<file path="src/rtl/condicionador_botoes_pkg.sv">
// Shared definitions for the button-conditioning stage and the digit FSM
// that consumes its commands.
package condicionador_botoes_pkg;

  // Command codes seen by the FSM on `entradas`.
  localparam logic [1:0] CMD_NADA   = 2'b00;
  localparam logic [1:0] CMD_AVANCA = 2'b01;
  localparam logic [1:0] CMD_VOLTA  = 2'b10;
  localparam logic [1:0] CMD_APAGA  = 2'b11;

  // Per-button debounce states.
  typedef enum logic [1:0] {
    StSolto       = 2'b00,
    StConfPress   = 2'b01,
    StPressionado = 2'b10,
    StConfSolto   = 2'b11
  } deb_state_e;

endpackage

</file>
<file path="src/rtl/debounce_botao.sv">
// Synchronizer, debounce FSM and single-cycle press pulse for one raw
// active-low push-button.
module debounce_botao
  import condicionador_botoes_pkg::*;
#(
  parameter int unsigned DEBOUNCE_CICLOS = 500000
) (
  input  logic clock,
  input  logic reset,
  input  logic botao_ni,
  output logic pulso_o
);

  localparam int unsigned CntW = $clog2(DEBOUNCE_CICLOS) + 1;
  localparam logic [CntW-1:0] CntFim = CntW'(DEBOUNCE_CICLOS - 1);

  logic            sync1_q, sync2_q;
  deb_state_e      state_q, state_d;
  logic [CntW-1:0] cnt_q, cnt_d;
  logic            pulso_q, pulso_d;

  // Two-flop synchronizer; resets to the released level.
  always_ff @(posedge clock) begin
    if (!reset) begin
      sync1_q <= 1'b1;
      sync2_q <= 1'b1;
    end else begin
      sync1_q <= botao_ni;
      sync2_q <= sync1_q;
    end
  end

  // Debounce next state: a level change is accepted only after it has
  // been stable for DEBOUNCE_CICLOS consecutive cycles.
  always_comb begin
    state_d = state_q;
    cnt_d   = cnt_q;
    pulso_d = 1'b0;
    unique case (state_q)
      StSolto: begin
        if (!sync2_q) begin
          state_d = StConfPress;
          cnt_d   = CntW'(1);
        end else begin
          cnt_d = '0;
        end
      end
      StConfPress: begin
        if (sync2_q) begin
          // Glitch: back to released without a pulse.
          state_d = StSolto;
          cnt_d   = '0;
        end else if (cnt_q == CntFim) begin
          state_d = StPressionado;
          cnt_d   = '0;
          pulso_d = 1'b1;
        end else begin
          cnt_d = cnt_q + CntW'(1);
        end
      end
      StPressionado: begin
        if (sync2_q) begin
          state_d = StConfSolto;
          cnt_d   = CntW'(1);
        end else begin
          cnt_d = '0;
        end
      end
      StConfSolto: begin
        if (!sync2_q) begin
          state_d = StPressionado;
          cnt_d   = '0;
        end else if (cnt_q == CntFim) begin
          state_d = StSolto;
          cnt_d   = '0;
        end else begin
          cnt_d = cnt_q + CntW'(1);
        end
      end
      default: begin
        state_d = StSolto;
        cnt_d   = '0;
      end
    endcase
  end

  // Debounce state, counter and registered press pulse.
  always_ff @(posedge clock) begin
    if (!reset) begin
      state_q <= StSolto;
      cnt_q   <= '0;
      pulso_q <= 1'b0;
    end else begin
      state_q <= state_d;
      cnt_q   <= cnt_d;
      pulso_q <= pulso_d;
    end
  end

  assign pulso_o = pulso_q;

endmodule

</file>
<file path="src/rtl/condicionador_botoes.sv">
// Button conditioning for the digit-sequencing FSM: debounced press pulses
// are accumulated and issued as one command per step period, with a
// single-cycle strobe.
module condicionador_botoes
  import condicionador_botoes_pkg::*;
#(
  parameter int unsigned DEBOUNCE_CICLOS = 500000,
  parameter int unsigned DIV_CICLOS      = 50000000
) (
  input  logic       clock,
  input  logic       reset,
  input  logic       bot_avancar,
  input  logic       bot_voltar,
  output logic [1:0] entradas,
  output logic       passo,
  output logic [1:0] pendente
);

  localparam int unsigned DivW = $clog2(DIV_CICLOS);
  localparam logic [DivW-1:0] DivFim = DivW'(DIV_CICLOS - 1);

  logic            pulso_avancar, pulso_voltar;
  logic [1:0]      pulsos;
  logic            carga;
  logic [DivW-1:0] div_q, div_d;
  logic [1:0]      entradas_q, entradas_d;
  logic [1:0]      pendente_q, pendente_d;
  logic            passo_q, passo_d;

  debounce_botao #(
    .DEBOUNCE_CICLOS(DEBOUNCE_CICLOS)
  ) u_deb_avancar (
    .clock   (clock),
    .reset   (reset),
    .botao_ni(bot_avancar),
    .pulso_o (pulso_avancar)
  );

  debounce_botao #(
    .DEBOUNCE_CICLOS(DEBOUNCE_CICLOS)
  ) u_deb_voltar (
    .clock   (clock),
    .reset   (reset),
    .botao_ni(bot_voltar),
    .pulso_o (pulso_voltar)
  );

  // Step divider and command accumulator; a pulse arriving on the load
  // edge is folded into the command issued on that edge.
  always_comb begin
    pulsos     = (pulso_avancar ? CMD_AVANCA : CMD_NADA) |
                 (pulso_voltar  ? CMD_VOLTA  : CMD_NADA);
    carga      = (div_q == DivFim);
    div_d      = carga ? '0 : div_q + DivW'(1);
    passo_d    = carga;
    entradas_d = carga ? (pendente_q | pulsos) : entradas_q;
    pendente_d = carga ? CMD_NADA : (pendente_q | pulsos);
  end

  // Divider, accumulator and output registers.
  always_ff @(posedge clock) begin
    if (!reset) begin
      div_q      <= '0;
      entradas_q <= CMD_NADA;
      pendente_q <= CMD_NADA;
      passo_q    <= 1'b0;
    end else begin
      div_q      <= div_d;
      entradas_q <= entradas_d;
      pendente_q <= pendente_d;
      passo_q    <= passo_d;
    end
  end

  assign entradas = entradas_q;
  assign passo    = passo_q;
  assign pendente = pendente_q;

endmodule
</file>
<file path="config.mk">
export PLATFORM = sky130hd
export DESIGN_NAME = condicionador_botoes
export DESIGN_NICKNAME = d
export VERILOG_FILES = /design/src/rtl/condicionador_botoes_pkg.sv /design/src/rtl/debounce_botao.sv /design/src/rtl/condicionador_botoes.sv
export SDC_FILE = /design/constraint.sdc
export NUM_CORES = 1
export LEC_CHECK = 0
export ABC_AREA = 1
export BUFFER_PORTS_ARGS = -buffer_cell sky130_fd_sc_hd__buf_2
export CAP_MARGIN = 10
export CORE_ASPECT_RATIO = 0.5
export CORE_MARGIN = 8
export CORE_UTILIZATION = 60
export DETAILED_ROUTE_END_ITERATION = 10
export PLACE_DENSITY = 0.77
export REMOVE_ABC_BUFFERS = 1
export SLEW_MARGIN = 40
export SYNTH_ARGS = -nofsm -noshare
export SYNTH_HDL_FRONTEND = slang
export SYNTH_SLANG_ARGS = --single-unit
</file>
<file path="constraint.sdc">
create_clock -name clock -period 4.4 [get_ports clock]
set_clock_uncertainty 0.1 [all_clocks]
set_input_delay 0.66 -clock clock [delete_from_list [all_inputs] [get_ports clock]]
set_output_delay 0.66 -clock clock [all_outputs]
set_load 0.05 [all_outputs]
</file>
==> out/metrics.cfg <==
[status]
outcome = finished clean

[sta]
final-setup-viol-count = 0
setup_ws_ns = 2.49
min_period_ns = 1.91
period_share = 0.433
rsz0062_at_grt = no
slew_viol_final = 0
timing.slew.headroom = 0.570
max_slew.worst_pin.slew_ns = 0.645
hold_viol = 0
fmax_ghz = 0.524
tns_ns = 0

[power_and_ir_drop]
p_switching_mw = 0.293
p_seq_frac = 0.499
p_total_mw = 1.49
power.internal_mw = 1.20
p_comb_frac = 0.014
power_density_nw_per_um2 = 340
switching_share = 0.196
p_leak_nw = 1.59
vdd_drop_max_mv = 0.225
clkPwrFrac = 0.487

[cts]
root_buffer = clkbuf_16
cts.sinks = 81
worstSkewPairLatency_ns = 0.33
cts_tree = built
cts_hold_buf = 0
clkTransAtPathRegs_ns = 0.06
cts_resized = 0
cts_buffer_depth = 2
post_cts_buffers = 0
cts_made_buffers = 9
ctsHtreeMaxLevel = 3

[synthesis]
synth.most_common_cell = nand2_1
ys.flop_type = dfxtp_1
synth_area_leaders = dfxtp_1 (41%), nand2_1 (11%), nor2_1 (10%), inv_1 (7.3%), nand3_1 (5.5%)
syn_avg_cell_area_um2 = 6.95
ys_seq_area_frac = 0.407
synth_edf_count = 0
synth_xor_area_frac = 0.0506
synth_top_area_share = 0.407
yosys.area_share.simple = 0.403
yosys.area.top_type = dfxtp_1
synthMuxAreaShare = 0
async_reset_ff_frac = 0
ys_seq_elements = 81
ys_types = 33
synth_top_family_by_area = simple AND/OR/NAND/NOR gates
synth_cells = 573
synthAdderAreaFrac = 0.00943
synth-compound-area-share = 0.0440
syn_area_um2 = 3980
synth_common_cells = nand2_1 (120), nor2_1 (108), dfxtp_1 (81)
ys_warn_count = 0

[detailed_routing]
drc = 0
drtAntennaViolNets = 0
routed_wl_um = 7720
drtIter0Drc = 225
vias = 3437
drt_pass1_iterations = 4
wl_per_cell_um = 11.3
vias_per_cell = 5.02

[cells_and_area]
antenna_cells = 0
drive_gt1_frac = 0.0895
nNetsFinal = 594
syn_to_final_growth_pct = 10.2

[grt]
grt_use_met2 = 0.310
grt_max_degree = 27
grt_pass1_wl_um = 13400
busiest_layer = met2
globalRouteMet3Util = 0.0532
globalRouteMet1Util = 0.178
grt_use_total = 0.169
grt_pass1_vias = 3201
antenna_found_initial = 0
overflow = 0

[floorplanning]
die_w_um = 131
rows = 21
start_util = 0.609
ios = 9
die_h_um = 73.6
core_area_um2 = 6540
fp.dieArea_um2 = 9660

[setup_path]
path_cells = ha_1 -> nand4_1 -> nor3_1 -> nand2_1 -> nor2_1 -> xnor2_1 -> nor2_1
path_common_cell = nor2_1
cp_slowest_cell = dfxtp_1
max_stage_delay_ns = 0.44
cp.required_ns = 4.51
path_class = reg -> reg
arrival_ns = 2.02
critPathLaunchType = flop
worst-path-max-fanout = 6
end_kind = flop

[placed_design]
post-place-ws_ns = 2.29
dp.final_hpwl_um = 5790
gp_congestion = 0.932
port_buffers = 8

[worst_hold_path]
hold_class = reg -> reg

[job]
drv_cap = 0

[metal layers]
layer  wire length [µm]  vias up
li1                   -     1848
met1               3640     1536
met2               3690       44
met3                301        9
met4                 88        0
met5                  0        -
[power by group through the flow]
stage / registers [mW] / logic [mW] / clock network (mW)
detailed placement: 0.761 / 0.0212 / 0
floorplan: 0.760 / 0.0149 / 0
global placement: 0.761 / 0.0205 / 0
CTS: 0.745 / 0.0215 / 0.747
finish: 0.745 / 0.0211 / 0.727
global route: 0.745 / 0.0246 / 0.773
[cell usage in the layout (no fill, tap or decap), types with 5 or more instances in the layout]
| cell | n |
|---|---|
| xnor2_1 | 7 |
| nor3_2 | 6 |
| a21oi_1 | 19 |
| nand3_1 | 44 |
| xor2_1 | 16 |
| clkbuf_16 | 9 |
| nor3_1 | 25 |
| buf_2 | 8 |
| nor2_1 | 108 |
| dfxtp_1 | 81 |
| o21ai_0 | 7 |
| nand2_1 | 120 |
| inv_1 | 77 |
| or2_2 | 5 |
| nor2_2 | 5 |
| nand4_1 | 12 |
[final timing paths]
kind,from,to,slack [ns],cells past startpoint
max,u_deb_avancar.cnt_q[0],u_deb_avancar.cnt_q[18],2.49,7
min,u_deb_avancar.sync1_q,u_deb_avancar.sync2_q,0.32,1
max reg2reg,u_deb_avancar.cnt_q[0],u_deb_avancar.cnt_q[18],2.49,7
min reg2reg,u_deb_avancar.sync1_q,u_deb_avancar.sync2_q,0.32,1
[registers in the layout (all words and copies together) (netlist names), named ones only]
register,flops
u_deb_avancar.sync1_q,1
entradas,2
div_q,26
u_deb_voltar.cnt_q,20
u_deb_avancar.cnt_q,20
pendente,2
passo,1
u_deb_voltar.sync2_q,1
u_deb_avancar.state_q,1
u_deb_avancar.pulso_o,1
u_deb_voltar.sync1_q,1
u_deb_voltar.state_q,1
u_deb_avancar.sync2_q,1
u_deb_voltar.pulso_o,1
[kinds of logic after synthesis]
family,count (synthesis)
buffers and inverters,85
xor gates and xnor gates,23
AOI/OAI and AO/OA,32
adders and majority gates,3
and+or+nand+nor,349
DFF,81
[area by class of cell]
type                            count  area [µm²]
Clock inverter                      3        40.0
Tap cell                           92         115
Fill cell                         582        2160
Multi-Input combinational cell    407        2020
Inverter                           80         300
Clock buffer                       13         250
Timing Repair Buffer                8        40.0
Sequential cell                    81        1620
[critical path: cells and delay by family (launching register included)]
kind	cells	cell delay [ns]
XOR/XNOR	1	0.14
AND/OR/NAND/NOR	5	0.86
flip-flops	1	0.44
adder cells (fa/ha/maj)	1	0.25
[stage by stage]
step	instance area (µm²)	hold slack, ns	utilization	instances
2_1_floorplan	3940	0.293	-	568
5_1_grt	4390	0.340	0.670	684
3_3_place_gp	4100	0.306	0.626	668
6_report	4390	0.316	0.670	684
4_1_cts	4390	0.318	0.670	684
3_5_place_dp	4100	0.302	0.626	668
Power figures use the tool's default switching activity.
